$ cat src/rtl/mips_pkg.sv
// Shared types and constants for the MIPS core pipeline control blocks.
// Latency: n/a (types, constants and a pure combinational helper only).
// Backpressure: n/a.
//
// Contents: md_state_t (MD unit FSM states), default MD occupancy constants,
// reg_match() helper that compares a producer destination against D's sources.
package mips_pkg;

  typedef enum logic {
    IDLE = 1'b0,
    BUSY = 1'b1
  } md_state_t;

  localparam int MULT_CYCLES_DEF = 5;
  localparam int DIV_CYCLES_DEF  = 10;

  // True when the producer writes a register that D actually reads.
  // $zero is never a real dependency.
  function automatic logic reg_match(
    input logic [4:0] wr,
    input logic [4:0] rs,
    input logic [4:0] rt,
    input logic       use_rs,
    input logic       use_rt
  );
    return (wr != 5'd0) && ((use_rs && (rs == wr)) || (use_rt && (rt == wr)));
  endfunction

endpackage

$ cat src/rtl/md_timer.sv
// Occupancy tracker for the multi-cycle mult/div unit (FSM + down-counter).
// Latency: md_busy rises the cycle after md_start_E and stays high N-1 cycles.
// Backpressure: none; a start while BUSY is ignored (D stalls any MD op then).
//
// Ports:
//   clk, rst    core clock, synchronous active-high reset
//   md_start_E  mult/div in E this cycle
//   md_div_E    1 = div, 0 = mult (qualifies md_start_E)
//   md_busy     registered busy flag
module md_timer
  import mips_pkg::*;
#(
  parameter int MULT_CYCLES = MULT_CYCLES_DEF,
  parameter int DIV_CYCLES  = DIV_CYCLES_DEF
) (
  input  logic clk,
  input  logic rst,
  input  logic md_start_E,
  input  logic md_div_E,
  output logic md_busy
);

  localparam int CNT_W = (DIV_CYCLES > 2) ? $clog2(DIV_CYCLES) : 1;

  if (MULT_CYCLES < 2 || DIV_CYCLES < 2 || MULT_CYCLES > DIV_CYCLES) begin : g_bad_cycles
    $error("md_timer: need 2 <= MULT_CYCLES <= DIV_CYCLES");
  end

  // The E cycle is the first occupied cycle and the cnt==0 cycle the last,
  // so the reload value is N-2.
  localparam logic [CNT_W-1:0] MULT_LOAD = CNT_W'(MULT_CYCLES - 2);
  localparam logic [CNT_W-1:0] DIV_LOAD  = CNT_W'(DIV_CYCLES - 2);

  md_state_t        state_q, state_d;
  logic [CNT_W-1:0] cnt_q, cnt_d;

  // State register
  always_ff @(posedge clk) begin
    if (rst) begin
      state_q <= IDLE;
      cnt_q   <= '0;
    end else begin
      state_q <= state_d;
      cnt_q   <= cnt_d;
    end
  end

  // Next-state logic
  always_comb begin
    state_d = state_q;
    cnt_d   = cnt_q;
    case (state_q)
      IDLE: begin
        if (md_start_E) begin
          cnt_d   = md_div_E ? DIV_LOAD : MULT_LOAD;
          state_d = BUSY;
        end
      end
      BUSY: begin
        if (cnt_q != '0) begin
          cnt_d = cnt_q - CNT_W'(1);
        end else begin
          state_d = IDLE;
        end
      end
      default: state_d = IDLE;
    endcase
  end

  // Output logic: straight from the state flop, so md_busy is registered.
  always_comb begin
    md_busy = (state_q == BUSY);
  end

endmodule

$ cat src/rtl/hazard_ctrl.sv
// Pipeline hazard/stall controller: load-use, branch-operand and MD hazards.
// Latency: stall outputs are combinational, same cycle as the hazard.
// Backpressure: a stall holds F and D and injects a bubble into E.
//
// Ports:
//   clk, rst                       core clock, synchronous active-high reset
//   rs_D, rt_D, use_rs_D, use_rt_D source operands of the D instruction
//   branch_D, md_use_D             D instruction is a branch / an MD op
//   wr_E, regwr_E, memrd_E         destination info of the E instruction
//   wr_M, memrd_M                  destination info of the M instruction
//   md_start_E, md_div_E           mult/div entering the MD unit
//   stop_F, stop_D, flush_E        hold PC, hold D, bubble E
//   md_busy                        MD unit busy (registered)
module hazard_ctrl
  import mips_pkg::*;
#(
  parameter int MULT_CYCLES = MULT_CYCLES_DEF,
  parameter int DIV_CYCLES  = DIV_CYCLES_DEF
) (
  input  logic       clk,
  input  logic       rst,
  input  logic [4:0] rs_D,
  input  logic [4:0] rt_D,
  input  logic       use_rs_D,
  input  logic       use_rt_D,
  input  logic       branch_D,
  input  logic       md_use_D,
  input  logic [4:0] wr_E,
  input  logic       regwr_E,
  input  logic       memrd_E,
  input  logic [4:0] wr_M,
  input  logic       memrd_M,
  input  logic       md_start_E,
  input  logic       md_div_E,
  output logic       stop_F,
  output logic       stop_D,
  output logic       flush_E,
  output logic       md_busy
);

  logic m_e, m_m, stall;

  md_timer #(
    .MULT_CYCLES(MULT_CYCLES),
    .DIV_CYCLES (DIV_CYCLES)
  ) u_md_timer (
    .clk       (clk),
    .rst       (rst),
    .md_start_E(md_start_E),
    .md_div_E  (md_div_E),
    .md_busy   (md_busy)
  );

  always_comb begin
    m_e = reg_match(wr_E, rs_D, rt_D, use_rs_D, use_rt_D);
    m_m = reg_match(wr_M, rs_D, rt_D, use_rs_D, use_rt_D);

    // Branches compare in D, so even an ALU result in E is too late for them;
    // non-branch consumers get ALU results by forwarding and are not stalled.
    // md_start_E covers the cycle before md_busy rises.
    stall = (memrd_E && m_e)
          | (branch_D && regwr_E && m_e)
          | (branch_D && memrd_M && m_m)
          | (md_use_D && (md_busy || md_start_E));

    stop_F  = stall && !rst;
    stop_D  = stall && !rst;
    flush_E = stall && !rst;
  end

endmodule

$ cat config.mk
export PLATFORM = sky130hd
export DESIGN_NAME = hazard_ctrl
export DESIGN_NICKNAME = d
export VERILOG_FILES = /design/src/rtl/mips_pkg.sv /design/src/rtl/md_timer.sv /design/src/rtl/hazard_ctrl.sv
export SDC_FILE = /design/constraint.sdc
export NUM_CORES = 1
export LEC_CHECK = 0
export ABC_AREA = 1
export CORE_ASPECT_RATIO = 1.5
export CORE_UTILIZATION = 30
export DETAILED_ROUTE_END_ITERATION = 16
export GPL_TIMING_DRIVEN = 1
export PLACE_DENSITY = 0.73
export SYNTH_ARGS = -nofsm -noshare
export SYNTH_HDL_FRONTEND = slang
export SYNTH_SLANG_ARGS = --single-unit
$ cat constraint.sdc
create_clock -name clk -period 1.33 [get_ports clk]
set_input_delay 0.266 -clock clk [delete_from_list [all_inputs] [get_ports clk]]
set_output_delay 0.266 -clock clk [all_outputs]
set_load 0.02 [all_outputs]
==> PnR_summary.wiki <==
{| class="wikitable"
! Metric !! Value
|-
| Area grow syn2layout || 77.6%
|-
| Area of the mapped netlist || 698 um2
|-
| Busiest layer in global routing || met2
|-
| Via count of the routed design || 1010
|-
| Width of the die || 41.4 um
|-
| Met2 global-route usage || between 30% and 40%
|-
| Commonest cells in the synthesized netlist || sky130_fd_sc_hd__nand2_1 (66), sky130_fd_sc_hd__inv_1 (24), sky130_fd_sc_hd__nor2_1 (21), sky130_fd_sc_hd__nand3_1 (10)
|-
| Top-Level Pins || 35
|-
| Proportion of netlist area held by the largest area contributor || 35.5%
|-
| Fin cells || 218
|-
| Nets || 228
|-
| Global-route wire length before repair || roughly 3400 um
|-
| Average routed wire per standard cell || 10.2 um
|-
| Maximum clock insertion buffer count || 2
|-
| Number of buffers created by CTS || 3
|-
| Headroom to the max-slew limit || 82.9%
|-
| Count of inserted antenna diode cells || 0
|-
| Fill count || 225
|-
| Number of DRC violations after detailed routing || 0
|-
| FFs w/ async S/R, synth || 0%
|-
| Actual slew at the worst max-slew pin || 0.256 ns
|-
| DRT iter0 DRCs || 11
|-
| Register bit count reported by yosys || 5
|-
| Half-perimeter wire length after placement || around 1800 um
|-
| Max IR drop VDD || 544 uV
|-
| Met3 capacity usage during global routing || 2.89%
|-
| Crit path DAT || 1.15 ns
|-
| Worst hold-check path type || reg -> reg
|-
| Site Rows || 21
|-
| Synth Net Count || about 180
|-
| Total grt overflow || 0
|-
| Storage cell area || 101 um2
|-
| Predominant post-synthesis flop cell || sky130_fd_sc_hd__dfxtp_1
|-
| Clock insertion delay at the later pin of the skew report || between 0.2 and 0.25 ns
|-
| Number of max-slew violations in the final report || 0
|-
| Portion of the post-synthesis area used by sequential elements || 14.3%
|-
| Biggest area contributors in the synthesized netlist || sky130_fd_sc_hd__nand2_1 (35%), sky130_fd_sc_hd__dfxtp_1 (14%), sky130_fd_sc_hd__inv_1 (13%)
|-
| Buffers on Ports || 34
|-
| GRT Total Usage || 20.0%
|-
| Hold Buf Count CTS || 0
|-
| Weighted congestion reported at the end of routability-driven placement || 0.775
|-
| Category of the most critical setup path || in -> out
|-
| Final count of hold timing violations || 0
|-
| Initial Utilization || 31.6%
|-
| Placed cells || 212
|-
| Maxcap violations || 0
|-
| Kind of start point of the critical path || primary input
|-
| Average cell area after synthesis || between 4 and 5 um2
|-
| Final worst-path setup slack || -0.0867 ns
|-
| Core area || 2210 um2
|-
| Clk slew on worst S/H paths || 0.04 ns
|-
| Number of synthesized flops with an enable pin || 0
|-
| Vias per cell || 4.63
|-
| Min cycle time layout || 1.42 ns
|-
| Leak Pwr || 0.000709 uW
|-
| H-tree Lvls || 1
|-
| Share of the clock period used by the worst path after layout || 107%
|-
| Post-Route Hold Slack || 0.505 ns
|-
| Proportion of layout cells with a drive suffix above 1 || between 30% and 40%
|-
| Most common cell in the synthesized netlist || sky130_fd_sc_hd__nand2_1
|-
| Run status || finished with violations
|-
| Vertical die dimension || 61.1 um
|-
| Setup-violating endpoint count in the final report || 3
|-
| Synth Instances || 149
|-
| Violations in the final reports || setup timing
|-
| CP Capture Type || output pin
|-
| Met1 global-route usage || 18.7%
|-
| Sum of routed wire length over all layers || 2230 um
|-
| Overall die area || 2530 um2
|-
| Maximum fanout encountered on the critical timing path || 3
|-
| Worst Clk Skew || between 0.00015 and 0.0002 ns
|-
| Via count of the first global-routing pass || 922
|-
| Maximum clock frequency || 0.706 GHz
|-
| YS warnings || 0
|-
| Clock tree from TritonCTS || built
|-
| DR pass1 iterations || 4
|-
| Buffer type at the clock tree root || sky130_fd_sc_hd__clkbuf_4
|-
| Total area of multi-input combinational cells || 531 um2
|-
| Detail Route Antenna Nets || 0
|-
| Sink Count || 5
|-
| Setup total negative slack || -0.258 ns
|-
| Power density over the cells || ~620 nW/um2
|-
| Setup repair after global routing missed its margin || yes
|-
| Largest net degree at the start of global routing || 9
|-
| Library cell with the largest summed area after synthesis || sky130_fd_sc_hd__nand2_1
|-
| Count of cell types in the netlist || 16
|-
| Initial antenna violation count || 0
|-
| WP data required || between 1 and 1.5 ns
|}
==> path summary, 6_finish.rpt <==
kind	from	to	slack, ns	cells past startpoint
worst max-delay path	regwr_E	stop_F	-0.09	10
worst min register to register	u_md_timer.cnt_q[3]	u_md_timer.cnt_q[3]	0.50	2
worst min-delay path	u_md_timer.cnt_q[3]	u_md_timer.cnt_q[3]	0.50	2
worst max register to register	u_md_timer.cnt_q[0]	u_md_timer.cnt_q[1]	0.12	7
==> kinds of logic (layout without fill, tap and decap cells) <==
logic type,Yosys count,in the layout,share of synthesized area (%)
simple gates,99,99,55.6
xor+xnor,1,1,1.25
compound gates,12,12,9.32
buf+inv,31,77,17.7
fa+ha+maj,1,1,1.79
flops,5,5,14.3
==> layer usage <==
layer	part of all wire, %	routed length (um)
met2	59	1300
met3	2.3	51
met5	0	0
met1	37	824
met4	2.1	46
==> registers in the layout, summed over array words and instances (netlist names) <==
register,count
u_md_timer.md_busy,1
u_md_timer.cnt_q,4
==> through the flow <==
step / util, % / setup WS, ns / instance area (um2) / power (uW)
6_report: 56.2 / -0.0867 / 1240 / 771
5_1_grt: 56.2 / -0.193 / 1240 / 839
4_1_cts: 53.2 / -0.109 / 1170 / 752
3_5_place_dp: 50.5 / -1.10 / 1110 / 563
3_3_place_gp: 50.5 / -1.04 / 1110 / 554
2_1_floorplan: - / 0.0352 / 699 / 378
==> power by group <==
part | total, uW | leakage (uW) | internal [uW] | switching (uW)
sequential | 185 | 0.0000416 | 171 | 13.9
combinational | 418 | 0.000652 | 211 | 208
clock | 167 | 0.0000150 | 113 | 54.5
==> layout by cell type (no fill, tap or decap), types with 4 or more instances in the layout <==
master,n
sky130_fd_sc_hd__dlygate4sd2_1,4
sky130_fd_sc_hd__nand3_1,9
sky130_fd_sc_hd__inv_4,4
sky130_fd_sc_hd__nor2_1,19
sky130_fd_sc_hd__nand2_2,8
sky130_fd_sc_hd__inv_2,12
sky130_fd_sc_hd__buf_8,5
sky130_fd_sc_hd__buf_4,12
sky130_fd_sc_hd__a21oi_1,4
sky130_fd_sc_hd__inv_1,13
sky130_fd_sc_hd__o21ai_1,5
sky130_fd_sc_hd__nand2_1,58
sky130_fd_sc_hd__dfxtp_1,4
sky130_fd_sc_hd__buf_6,15
==> critical path: stages <==
cell and delay, ns:
sky130_fd_sc_hd__dlygate4sd2_1 0.23, sky130_fd_sc_hd__nand2_1 0.06, sky130_fd_sc_hd__inv_1 0.04, sky130_fd_sc_hd__o22ai_2 0.12, sky130_fd_sc_hd__inv_1 0.05, sky130_fd_sc_hd__nand2_1 0.06, sky130_fd_sc_hd__nand3_1 0.07, sky130_fd_sc_hd__nand2_1 0.07
sky130_fd_sc_hd__inv_2 0.06, sky130_fd_sc_hd__buf_6 0.13
==> what timing repair did <==
action / in CTS / in global routing
resized for setup: 152 / 22
endpoints found under the setup margin: 4 / 5
pin swaps: 28 / 18
setup buffers: 0 / 2
==> area by class of cell <==
cell class,instances,area share (%)
Tap cell,23,2.32
Clock buffer,4,2.12
Inverter,29,9.59
Timing Repair Buffer,44,35.0
Sequential cell,5,8.17
Multi-Input combinational cell,113,42.8
Note: power is estimated with default switching activity, not from simulation.
